**config.mk**
```make
export PLATFORM = sky130hd
export DESIGN_NAME = mem_arbiter
export DESIGN_NICKNAME = d
export VERILOG_FILES = /design/src/rtl/mem_arbiter_pkg.sv /design/src/rtl/mem_arbiter.sv
export SDC_FILE = /design/constraint.sdc
export NUM_CORES = 1
export LEC_CHECK = 0
export ABC_AREA = 1
export BUFFER_PORTS_ARGS = -buffer_cell sky130_fd_sc_hd__buf_2
export CORE_MARGIN = 2
export CORE_UTILIZATION = 30
export DETAILED_ROUTE_END_ITERATION = 10
export PLACE_DENSITY = 0.52
export REMOVE_ABC_BUFFERS = 1
export SYNTH_ARGS = -nofsm -noshare
export SYNTH_HDL_FRONTEND = slang
export SYNTH_SLANG_ARGS = --single-unit
```
**constraint.sdc**
```tcl
create_clock -name clk -period 3.2 [get_ports clk]
set_input_delay 0.64 -clock clk [delete_from_list [all_inputs] [get_ports clk]]
set_output_delay 0.64 -clock clk [all_outputs]
set_load 0.01 [all_outputs]
```
**src/rtl/mem_arbiter_pkg.sv**
```systemverilog
// Shared definitions for the byte-serial RAM port arbiter.
//   - transaction length encodings and the byte-index helper
//   - owner codes reported on if_or_mem_o
//   - FSM state encoding
//   - default address of the host I/O byte port
package mem_arbiter_pkg;

   localparam logic [31:0] IoAddrDefault = 32'h0003_0000;

   localparam logic [1:0] LenByte = 2'b00;
   localparam logic [1:0] LenHalf = 2'b01;
   localparam logic [1:0] LenWord = 2'b11;

   localparam logic [1:0] OwnNone = 2'b00;
   localparam logic [1:0] OwnIf   = 2'b01;
   localparam logic [1:0] OwnMem  = 2'b10;

   typedef enum logic [1:0] {StIdle, StRd, StWr, StDone} state_e;

   // Index of the final byte of a transaction; 2'b10 is treated as a word.
   function automatic logic [1:0] last_idx(input logic [1:0] len);
      unique case (len)
         LenByte: last_idx = 2'd0;
         LenHalf: last_idx = 2'd1;
         default: last_idx = 2'd3;
      endcase
   endfunction

endpackage

```
**src/rtl/mem_arbiter.sv**
```systemverilog
// Byte-serial RAM port arbiter between the IF stage and the MEM stage.
//   clk, rst (sync, active-high), rdy (global enable, low freezes state)
//   if_request/if_addr       : IF byte fetch, one address per cycle
//   if_data_o/if_or_mem_o    : byte returned to IF, owner of ram_din this cycle
//   mem_req_i..mem_wdata_i   : MEM 1/2/4-byte transaction, held until mem_done_o
//   mem_rdata_o/mem_done_o   : assembled load word, one-cycle completion pulse
//   stall_o                  : MEM owns (or is claiming) the port
//   ram_din/ram_dout/ram_a/ram_wr : RAM byte port, read data one cycle after ram_a
//   io_full                  : host I/O buffer full, back-pressures writes to IO_ADDR
module mem_arbiter
   import mem_arbiter_pkg::*;
#(
   parameter logic [31:0] IO_ADDR = IoAddrDefault
) (
   input  logic        clk,
   input  logic        rst,
   input  logic        rdy,
   input  logic        if_request,
   input  logic [31:0] if_addr,
   output logic [7:0]  if_data_o,
   output logic [1:0]  if_or_mem_o,
   input  logic        mem_req_i,
   input  logic        mem_we_i,
   input  logic [1:0]  mem_len_i,
   input  logic [31:0] mem_addr_i,
   input  logic [31:0] mem_wdata_i,
   output logic [31:0] mem_rdata_o,
   output logic        mem_done_o,
   output logic        stall_o,
   input  logic [7:0]  ram_din,
   output logic [7:0]  ram_dout,
   output logic [31:0] ram_a,
   output logic        ram_wr,
   input  logic        io_full
);

   state_e      state_q, state_d;
   logic [1:0]  cnt_q, cnt_d;
   logic [1:0]  last_q, last_d;
   logic [31:0] base_q, base_d;
   logic [31:0] wdata_q, wdata_d;
   logic [23:0] shift_q, shift_d;
   logic [31:0] rdata_q, rdata_d;
   logic [1:0]  owner_q, owner_d;
   logic        issued_q, issued_d;  // RD: every address sent, next cycle captures the last byte
   logic [31:0] ram_a_q, ram_a_d;    // address driven on the last enabled cycle

   logic [31:0] byte_addr;
   logic        io_block;
   logic        wr_en;

   always_comb begin
      state_d   = state_q;
      cnt_d     = cnt_q;
      last_d    = last_q;
      base_d    = base_q;
      wdata_d   = wdata_q;
      shift_d   = shift_q;
      rdata_d   = rdata_q;
      issued_d  = issued_q;
      owner_d   = OwnNone;
      ram_a_d   = '0;
      ram_dout  = '0;
      wr_en     = 1'b0;
      byte_addr = base_q + {30'b0, cnt_q};
      io_block  = (byte_addr == IO_ADDR) && io_full;

      unique case (state_q)
         StIdle: begin
            if (mem_req_i) begin
               state_d  = mem_we_i ? StWr : StRd;
               base_d   = mem_addr_i;
               last_d   = last_idx(mem_len_i);
               wdata_d  = mem_wdata_i;
               cnt_d    = '0;
               issued_d = 1'b0;
            end else if (if_request) begin
               ram_a_d = if_addr;
               owner_d = OwnIf;
            end
         end
         StRd: begin
            if (!issued_q) begin
               ram_a_d = byte_addr;
               owner_d = OwnMem;
               // ram_din now carries the byte addressed on the previous cycle
               if (cnt_q != 2'd0) shift_d = {ram_din, shift_q[23:8]};
               if (cnt_q == last_q) issued_d = 1'b1;
               else                 cnt_d    = cnt_q + 2'd1;
            end else begin
               case (last_q)
                  2'd0:    rdata_d = {24'b0, ram_din};
                  2'd1:    rdata_d = {16'b0, ram_din, shift_q[23:16]};
                  default: rdata_d = {ram_din, shift_q};
               endcase
               state_d = StDone;
            end
         end
         StWr: begin
            ram_a_d  = byte_addr;
            ram_dout = wdata_q[{cnt_q, 3'b000} +: 8];
            if (!io_block) begin
               wr_en = 1'b1;
               if (cnt_q == last_q) state_d = StDone;
               else                 cnt_d   = cnt_q + 2'd1;
            end
         end
         StDone: state_d = StIdle;
      endcase
   end

   always_ff @(posedge clk) begin
      if (rst) begin
         state_q  <= StIdle;
         cnt_q    <= '0;
         last_q   <= '0;
         base_q   <= '0;
         wdata_q  <= '0;
         shift_q  <= '0;
         rdata_q  <= '0;
         issued_q <= 1'b0;
         owner_q  <= OwnNone;
         ram_a_q  <= '0;
      end else if (rdy) begin
         state_q  <= state_d;
         cnt_q    <= cnt_d;
         last_q   <= last_d;
         base_q   <= base_d;
         wdata_q  <= wdata_d;
         shift_q  <= shift_d;
         rdata_q  <= rdata_d;
         issued_q <= issued_d;
         owner_q  <= owner_d;
         ram_a_q  <= ram_a_d;
      end
   end

   // While frozen, keep the previous address on the RAM so ram_din still
   // holds the byte that is due for capture once rdy returns.
   assign ram_a       = rdy ? ram_a_d : ram_a_q;
   assign ram_wr      = wr_en & rdy & ~rst;
   assign if_or_mem_o = owner_q;
   assign if_data_o   = (owner_q == OwnIf) ? ram_din : 8'h00;
   assign mem_rdata_o = rdata_q;
   assign mem_done_o  = (state_q == StDone) & rdy;
   // Low in StDone so IF re-issues the byte it lost to MEM.
   assign stall_o     = (state_q == StRd) | (state_q == StWr) |
                        ((state_q == StIdle) & mem_req_i);

endmodule

```
[Yosys cells after proc, flatten, opt, wreduce, memory -nomap -nowiden]
Cells that the tools add are included.
Word-level totals
  bits of input ports: 113
  bits in registers: 161
  output and inout bits: 85
  word-level logic and storage cells: 77
Cells by class
  mux-type cells: 30
  shift-type cells: 1
  equality and inequality tests: 13
  add/sub/neg operators: 2
  reduce and logical (&&, ||, !) cells: 13
  bitwise operators: 8
Operators by type and width (count)
  $mux 32: 4
  $pmux 32 s3: 1
  $pmux 32 s2: 1
  $add 32x2->32: 1
  $eq 32x18->1 const B: 1
  $shiftx 32x6->8: 1
  $mux 2: 10
  $mux 8: 2
  $ne 2x2->1 const B: 5
  $reduce_and 5->1: 2
  $reduce_and 3->1: 3
  $eq 2x1->1 const B: 4
  $pmux 2 s2: 2
  $pmux 2 s4: 1
  $mux 1: 7
  $logic_not 2->1: 3
  $pmux 2 s3: 1
  $and 1x1->1: 4
  $eq 2x2->1 const B: 2
  $reduce_and 4->1: 1
  $reduce_bool 2->1: 2
  $reduce_bool 3->1: 1
  $add 2x1->2 const B: 1
  $eq 2x2->1: 1
  other kinds (4): 6

[Logic depth before layout (Yosys ltp)]
Gate-level depths: netlist of run 1.
  depth after elaboration: 7
  mapped depth: 19
  depth with buffers taken out: 19

[Worst setup path after synthesis of run 1]
OpenSTA, ideal clock, no wires.
  path type: register to output
  from: register cnt_q[0]
  to: output port ram_wr
  path buffers: 0
  path slack: 0.659 ns
  cell stages (with the launch flop): 15
  arrival time: 1.901 ns
  cells stage by stage: dfxtp_1 > ha_1 > fa_1 > nand2_2 > nor2_8 > nand2_2 > nand2_1 > nand2_1 > nand2_1 > nor2_1 > nand2_1 > nor2_2 > nand2_2 > nor2_4 > a31oi_1
Between the ends
  longest elaborated chain between the ends: 7
RTL lines
  from (decl): RTL line mem_arbiter.sv:38  | logic [1:0] cnt_q, cnt_d;
  from (signal assigned): RTL line mem_arbiter.sv:126  | cnt_q <= cnt_d;
  $add 32x2->32: RTL line mem_arbiter.sv:65  | byte_addr = base_q + {30'b0, cnt_q};
  $eq 32x18->1: RTL line mem_arbiter.sv:66  | io_block = (byte_addr == IO_ADDR) && io_full;
  $logic_and 1x1->1: RTL line mem_arbiter.sv:66
  $mux 1: RTL line mem_arbiter.sv:102  | if (!io_block) begin
  $mux 1: RTL line mem_arbiter.sv:68  | unique case (state_q)
  $and 1x1->1 (2 in series): RTL line mem_arbiter.sv:141  | assign ram_wr = wr_en & rdy & ~rst;
  to (decl): RTL line mem_arbiter.sv:33  | output logic ram_wr,
No other way between the ends.

[Final worst setup path of run 1]
Ends and elaborated chain as after synthesis.

==> impl_metrics.ini, run 1 <==
[route]
route.detailed.drc = 0
via_per_inst = 4.83
wl_per_cell_um = 15.4
vias = 8155
drt_pass1_iterations = 6
drt_first_iter_violations = 593
routed_wl_um = 26100
ant_nets = 0

[clocking]
cts_tree = built
clkTransAtPathRegs_ps = 70
cts-hold-fix-buffers = 0
htreeDepth = 4
cts_buffer_depth = 2
clk_latency_ps = 440
cts_made_buffers = 17
clkSinkCount = 161
clk_root_buffer_cell = clkbuf_16

[cells_and_area]
layout-drive-gt1-share_pct = 22.9
utilization_pct = 38.7
syn_to_final_growth_pct = 26.8
final_common_cell = nand2_1
final_cell_mix = 232 x nand2_1, 197 x buf_2, 176 x a21oi_1
finalNetCount = 1461

[sta]
rsz0062_at_grt = true
tightest_slew_ps = 630
final-hold-violation-count = 0
fin_crit_sh_pct = 97.7
finClkSkew_ps = 15.1
fmax_mhz = 320
period_minus_slack_ps = 3130
setup_viol = 0
slew_violations = 0
slew_headroom_pct = 58.0

[pwr]
peakVddDrop_v = 0.000383
leakagePower_uw = 0.00449
power.density_mw_per_mm2 = 556
power_uw = 5610

[floorplan]
dieArea_mm2 = 0.0278
die_w_um = 167
core_area_mm2 = 0.0261
ios = 198
initial_utilization_pct = 30.5
fp.dieH_um = 167
row_count = 59

[critical_path]
endpoint_kind = output pin
cp.arrival_ps = 2490
crit_fanout = 6
required_ps = 2560
critical_path_class = reg -> out
cp-start-kind = flip-flop

[global_route]
antenna_found_initial = 7
gr-total-overflow = 0
grt_pass1_wl_um = 41700
grt_max_degree = 112
grt_util_all_layers_pct = 18.8
grt_pass1_vias = 7816

[worst_hold_path]
hp-class = reg -> reg

[placement]
hpwlAfterDp_um = 18700
gp_congestion = 0.862
port_buffers = 197

[synth]
ys_ff_latch = 161
synth-edff-count = 0
yosysSeqAreaShare_pct = 40.5
synth_flop_cell = dfxtp_1
async_reset_ff_share_pct = 0
syn_area_mm2 = 0.00796
ys_types = 31
synth_area_per_cell_um2 = 6.81
syn_inst = 1168
ys_warn_count = 0

[job]
maxCapViolCount = 0

[run_status]
status = finished clean
==> power breakdown <==
part	internal, uW	switching, uW	leakage [uW]
registers	2150	107	0.00131
clock network	1160	1050	0.000314
logic	393	744	0.00286
==> worst paths after layout <==
kind / startpoint / slack, ps / to / cells after the start
setup / recovery: cnt_q[0] / 70 / ram_wr / 13
hold / removal: wdata_q[5] / 440 / wdata_q[5] / 2
setup reg to reg: cnt_q[0] / 880 / shift_q[14] / 7
hold reg to reg: wdata_q[5] / 440 / wdata_q[5] / 2
==> routing by layer <==
layer  global-route usage (%)  share of wire, %  up-vias
li1                         -                 -     4185
met1                     24.4                45     3684
met2                     30.2                45      242
met3                     4.97               7.2       36
met4                     6.33               2.0        8
met5                        0              0.22        -
==> cells by family after synthesis <==
group                      after synthesis  share of synthesized area [%]
and+or+nand+nor                        407                           22.9
AOI/OAI and AO/OA                      374                           24.1
buffers and inverters                  207                           9.86
DFF                                    161                           40.5
xor gates and xnor gates                10                           1.10
adders and majority gates                9                           1.51
==> final cells by class <==
class	count	area, um^2
Tap cell	335	419
Timing Repair Buffer	219	1200
Multi-Input combinational cell	800	4060
Inverter	140	526
Antenna cell	3	7.51
Clock buffer	17	425
Sequential cell	161	3230
Clock inverter	15	233
Fill cell	2861	16000
==> worst max-delay path: stages (launching register included) <==
cell and delay [ps]:
dfxtp_2 360, ha_4 150, fa_2 250, nand2_4 80, nor2_8 150, nand2_2 80, nor2_1 140, xor2_1 220
nand2_1 90, nor2_2 100, nand2_2 70, nor2_4 110, a31oi_1 100, buf_2 160
==> repair_timing <==
item	in CTS	in global routing
pin swaps	2	5
resized for setup	6	20
hold endpoints to repair	0	0
setup endpoints to repair	2	16
buffers inserted	1	0
==> per-stage QoR <==
| stage | instances | area [um^2] | setup TNS (ps) | setup WS, ps | hold slack (ps) |
|---|---|---|---|---|---|
| after floorplan | 1101 | 7700 | -30350 | -547 | 422 |
| after global placement | 1654 | 9330 | 0 | 427 | 430 |
| after detailed placement | 1654 | 9330 | 0 | 397 | 434 |
| after CTS | 1687 | 10000 | 0 | 21.6 | 445 |
| after global routing | 1687 | 10100 | -108 | -79.8 | 465 |
| final | 1690 | 10100 | 0 | 74.7 | 444 |
==> sequential cells by signal, indices dropped and copies added (netlist names) <==
register     cells
wdata_q         32
if_or_mem_o      2
shift_q         24
last_q           2
state_q          2
mem_rdata_o     32
base_q          32
cnt_q            2
issued_q         1
ram_a_q         32
==> Yosys cell counts (5+ instances only) <==
cell type  number  area share [%]
nand4_1         7            0.55
xor2_1         10             1.1
dfxtp_1       161              41
a21oi_1       176              11
nand3_1        54             3.4
a31oi_1         9            0.71
inv_1         133             6.3
nand2_2        12            0.94
nor2_4         12             1.7
nor2_2          9            0.71
o21ai_0       164              10
clkbuf_1       64             3.0
clkinv_1        5            0.24
o22ai_1        23             1.8
nand2_1       232              11
nor2_1         73             3.4
ha_1            8             1.3
No activity file was read; power rests on OpenSTA's default activity.
==> run 2, diff against run 1 <==
--- a/config.mk
+++ b/config.mk
@@ -7,6 +7,7 @@
 export LEC_CHECK = 0
 export ABC_AREA = 1
 export BUFFER_PORTS_ARGS = -buffer_cell sky130_fd_sc_hd__buf_2
+export CORE_ASPECT_RATIO = 1.25
 export CORE_MARGIN = 2
 export CORE_UTILIZATION = 30
 export DETAILED_ROUTE_END_ITERATION = 10
==> run 2 against run 1 <==
Effect of this change: final area decreased by 0.73%; worst hold slack about the same; global-route usage increased by 0.35 points; clock skew up 2.5 ps; sequential power barely moved; first-iteration DRC count down 44%; via count shrank 0.56%; largest cell class unchanged; highest routed layer unchanged.
==> impl_metrics.ini, run 2 (same netlist as run 1, synthesis figures left out) <==
[run_status]
status = finished clean

[global_route]
antenna_found_initial = 4
grt_util_all_layers_pct = 19.1
grt_pass1_vias = 7612
grt_pass1_wl_um = 41100
grt_max_degree = 112
gr-total-overflow = 0

[cells_and_area]
final_cell_mix = 230 x nand2_1, 197 x buf_2, 176 x a21oi_1
stdcell_count = 1690
layout-drive-gt1-share_pct = 23.1
final_common_cell = nand2_1
finalNetCount = 1457
utilization_pct = 38.4
n_fill_cell = 2868
syn_to_final_growth_pct = 25.9

[pwr]
power.density_mw_per_mm2 = 557
leakagePower_uw = 0.00444
p_switching_uw = 1790
peakVddDrop_v = 0.000342
swShare_pct = 32.1
pwr-share-clk_pct = 39.1
seqPwrFrac_pct = 40.6
p_comb_share_pct = 20.3
intPower_uw = 3790

[clocking]
cts_buffer_depth = 2
clkTransAtPathRegs_ps = 70
cts_tree = built
clkSinkCount = 161
htreeDepth = 4
cts-hold-fix-buffers = 0
cts_made_buffers = 17
clk_latency_ps = 440
clk_root_buffer_cell = clkbuf_16

[sta]
rsz0062_at_grt = true
final-hold-violation-count = 0
setup_slack_ps = 58.2
setup_viol = 0
slew_violations = 0
slew_headroom_pct = 25.7
period_minus_slack_ps = 3140
fin_crit_sh_pct = 98.2
tightest_slew_ps = 1110
fmax_mhz = 318
finClkSkew_ps = 17.6

[critical_path]
required_ps = 2560
r2r_start = cnt_q[0]
endpoint_kind = output pin
path_cells = ha_4, fa_2, nand2_4, nor2_8, nand2_2, nand2_1, nand2_1, nand2_1, nor2_1, nand2_1, nor2_2, nand2_2, nor2_4, a31oi_1, buf_2
cp-startpoint = base_q[0]
slowest_delay_ps = 400
critPathSlowestCell = fa_2
critical_path_class = reg -> out
cp.arrival_ps = 2500
rr_worst_depth = 8
crit_top_cell = nand2_1
rrSetupSlack_ps = 500
cp-endpoint = ram_wr
r2r-end = shift_q[14]
crit_fanout = 6
cp-start-kind = flip-flop

[floorplan]
core_area_mm2 = 0.0261
initial_utilization_pct = 30.5
dieArea_mm2 = 0.0279
die_w_um = 150
ios = 198
row_count = 66
fp.dieH_um = 186

[route]
drt_first_iter_violations = 334
drt_pass1_iterations = 7
wl_per_cell_um = 15.8
via_per_inst = 4.80
ant_nets = 0
route.detailed.drc = 0
vias = 8109
routed_wl_um = 26800

[placement]
gp_congestion = 0.936
port_buffers = 197
place_inst = 1655
place_ws_ps = 406
hpwlAfterDp_um = 18800

[worst_hold_path]
hp-class = reg -> reg

[job]
maxCapViolCount = 0
[run 2: changes by cell type in the layout (fill, tap and decap cells not counted), moves of 3 or more]
cell,previous run,this run
clkinv_8,8,0
nand2_2,10,13
inv_6,1,4
buf_12,4,1
[run 2: worst min path at each step]
stage,from,cells past startpoint,to
floorplan,wdata_q[0],2,wdata_q[0]
finish,wdata_q[2],2,wdata_q[2]
detailed placement,wdata_q[30],2,wdata_q[30]
global route,wdata_q[6],2,wdata_q[6]
CTS,wdata_q[30],2,wdata_q[30]
global placement,wdata_q[26],2,wdata_q[26]
[run 2: metrics by stage]
| stage | setup TNS (ps) | power, uW | hold slack (ps) | instance area (um^2) |
|---|---|---|---|---|
| final | 0 | 5580 | 443 | 10000 |
| after global routing | -237 | 5900 | 461 | 10000 |
| after CTS | 0 | 5640 | 444 | 9900 |
| after detailed placement | 0 | 3430 | 433 | 9270 |
| after global placement | 0 | 3430 | 430 | 9270 |
| after floorplan | -30350 | 2940 | 422 | 7700 |
[run 2: layout make-up]
class                           instances  area [um^2]  share of cell area [%]
Clock inverter                         15          194                    1.94
Inverter                              140          526                    5.25
Multi-Input combinational cell        800         4080                    40.7
Timing Repair Buffer                  215         1140                    11.4
Antenna cell                            2         5.00                  0.0500
Tap cell                              340          425                    4.25
Sequential cell                       161         3230                    32.2
Clock buffer                           17          425                    4.25
[run 2: per-layer routing]
layer | vias up | track usage [%] | share of wire (%) | routed length (um)
met3 | 40 | 4.26 | 5.2 | 1390
met4 | 4 | 7.32 | 2.5 | 659
met5 | - | 0 | 0.10 | 27
met2 | 210 | 31.9 | 48 | 12800
met1 | 3687 | 24.1 | 45 | 11900
li1 | 4168 | - | - | -
[run 2: critical path: cells and delay by family (launching register included)]
family | cells | cell delay [ps]
buf+inv | 1 | 150
simple gates | 11 | 910
flops | 1 | 340
compound gates | 1 | 100
fa+ha+maj | 2 | 570
[run 2: repair_timing]
action                     in CTS  in global routing
hold endpoints to repair        0                  0
gates resized for setup         2                 29
buffers inserted                0                  1
setup endpoints to repair       2                 24
pin swaps                       0                  7
[run 2: power groups by stage]
stage	sequential, uW	combinational (uW)	clock [uW]
after floorplan	2290	648	0
after global placement	2300	1120	0
after detailed placement	2310	1120	0
after CTS	2260	1130	2250
after global routing	2290	1270	2330
final	2270	1130	2180
==> run 3, diff against run 2 <==
--- a/config.mk
+++ b/config.mk
@@ -11,6 +11,7 @@
 export CORE_MARGIN = 2
 export CORE_UTILIZATION = 30
 export DETAILED_ROUTE_END_ITERATION = 10
+export GPL_ROUTABILITY_DRIVEN = 0
 export PLACE_DENSITY = 0.52
 export REMOVE_ABC_BUFFERS = 1
 export SYNTH_ARGS = -nofsm -noshare
==> constraint.sdc (replaced) <==
create_clock -name clk -period 3 [get_ports clk]
set_input_delay 0.6 -clock clk [delete_from_list [all_inputs] [get_ports clk]]
set_output_delay 0.6 -clock clk [all_outputs]
set_load 0.01 [all_outputs]
==> run 3 against run 2 <==
Effect of this change: the run now ends with negative setup slack left; final area increased by 3.0%; non-clock buffer count increased by 11; sequential share of layout area decreased by 0.88 points; critical path type unchanged.
==> impl_metrics.ini, run 3 (same netlist as run 1, synthesis figures left out) <==
[placement]
port_buffers = 197
dpl-instance-area_mm2 = 0.00933
hpwlAfterDp_um = 18800
place_inst = 1658

[cells_and_area]
final_common_cell = nand2_1
layout-drive-gt1-share_pct = 25.8
final_cell_mix = 223 x nand2_1, 195 x buf_2, 176 x a21oi_1
syn_to_final_growth_pct = 29.6
design_area_mm2 = 0.0103
finalNetCount = 1468
stdcell_count = 1701
n_fill_cell = 2862

[critical_path]
slowest_delay_ps = 360
critPathSlowestCell = dfxtp_2
path_cells = ha_4, fa_2, nand2_4, nor2_8, nand2_4, nor2_4, nand2_1, nand2_1, nand2_1, inv_2, nand2_2, nor2_2, nand2_2, nor2_4, a31oi_1, buf_2
critical_path_class = reg -> out
cp.arrival_ps = 2450
crit_top_cell = nand2_1
r2r-end = state_q[0]
crit_fanout = 6
rrSetupSlack_ps = 510
r2r_start = cnt_q[0]
required_ps = 2400
cp-start-kind = flip-flop
rr_worst_depth = 21
endpoint_kind = output pin

[sta]
tightest_slew_ps = 1100
fmax_mhz = 328
setup_viol = 1
slew_violations = 0
final-hold-violation-count = 0
setup_slack_ps = -52.2
period_minus_slack_ps = 3050
finClkSkew_ps = 17.7
slew_headroom_pct = 26.8
fin_crit_sh_pct = 102
rsz0062_at_grt = true
fin_setup_tns_ps = -52.2
hold_ws_ps = 443

[global_route]
grt_pass1_wl_um = 41400
gr-total-overflow = 0
grt_util_all_layers_pct = 19.1
antenna_found_initial = 4
grt_pass1_vias = 7909
grt_max_degree = 112

[worst_hold_path]
min_to = wdata_q[30]
hp-class = reg -> reg
worstHoldStart = wdata_q[30]
min_path_cells = 2

[route]
wl_per_cell_um = 15.7
drt_first_iter_violations = 388
via_per_inst = 4.80
routed_wl_um = 26600
drt_pass1_iterations = 5
vias = 8169
ant_nets = 0
route.detailed.drc = 0

[clocking]
clkTransAtPathRegs_ps = 70
cts_tree = built
clk_root_buffer_cell = clkbuf_16
cts_buffer_depth = 2
htreeDepth = 4
clk_latency_ps = 430
cts_made_buffers = 17
clkSinkCount = 161

[pwr]
leakagePower_uw = 0.00455
power.density_mw_per_mm2 = 579
power_uw = 5970
peakVddDrop_v = 0.000424

[job]
maxCapViolCount = 0

[floorplan]
row_count = 66
initial_utilization_pct = 30.5
ios = 198
core_area_mm2 = 0.0261
dieArea_mm2 = 0.0279
die_w_um = 150
fp.dieH_um = 186

[run_status]
status = finished, violations left
violations = negative setup slack
[run 3: cell count changes in the layout (fill, tap and decap cells not counted), sizes merged]
cell,previous run,this run
bufinv,3,0
buf,215,226
clkinv,9,12
[run 3: what timing repair did]
| action | in CTS | in global routing |
|---|---|---|
| pin swaps | 9 | 19 |
| setup endpoints to repair | 18 | 39 |
| hold buffers | 0 | 0 |
| resized for setup | 27 | 57 |
| setup buffers | 3 | 6 |
[run 3: worst max-delay path by stage]
stage / cells after the start / slack (ps) / start / end
final: 16 / -50 / cnt_q[0] / ram_wr
after detailed placement: 12 / 220 / cnt_q[0] / ram_wr
after floorplan: 4 / -750 / state_q[0] / issued_q
after CTS: 13 / -70 / base_q[0] / ram_wr
after global routing: 14 / -240 / cnt_q[0] / ram_wr
after global placement: 15 / 230 / cnt_q[0] / ram_wr
[run 3: critical path, delay by kind of cell, from the launching register on]
kind                     cells  cell delay [ps]
buffers and inverters        2              210
flip-flops                   1              360
AND/OR/NAND/NOR             11              960
adder cells (fa/ha/maj)      2              400
AO/OA/AOI/OAI                1              100
[run 3: per-stage QoR]
stage,utilization (%),setup slack (ps)
floorplan,-,-747
CTS,38.6,-70.8
detailed placement,35.8,224
finish,39.5,-52.2
global placement,35.8,234
global route,39.5,-242
[run 3: area by class of cell]
class | instances | area (um^2) | share of cell area [%]
timing repair buffer | 226 | 1270 | 12.4
sequential | 161 | 3230 | 31.3
multi-input combinational | 800 | 4220 | 40.9
inverter | 140 | 529 | 5.13
antenna | 2 | 5.00 | 0.0485
clock inverter | 15 | 204 | 1.98
clock buffer | 17 | 425 | 4.12
tap | 340 | 425 | 4.12
[run 3: power by group]
part           switching (uW)  internal, uW  total (uW)
registers                 125          2300        2420
clock network            1130          1150        2280
logic                     820           450        1270
total                    2070          3900        5970
[run 3: per-layer routing]
metal	vias to the layer above	share of wire [%]	global-route usage [%]
li1	4190	-	-
met1	3699	43	23.2
met2	229	48	32.7
met3	47	5.5	4.02
met4	4	3.0	7.66
met5	-	0.10	0
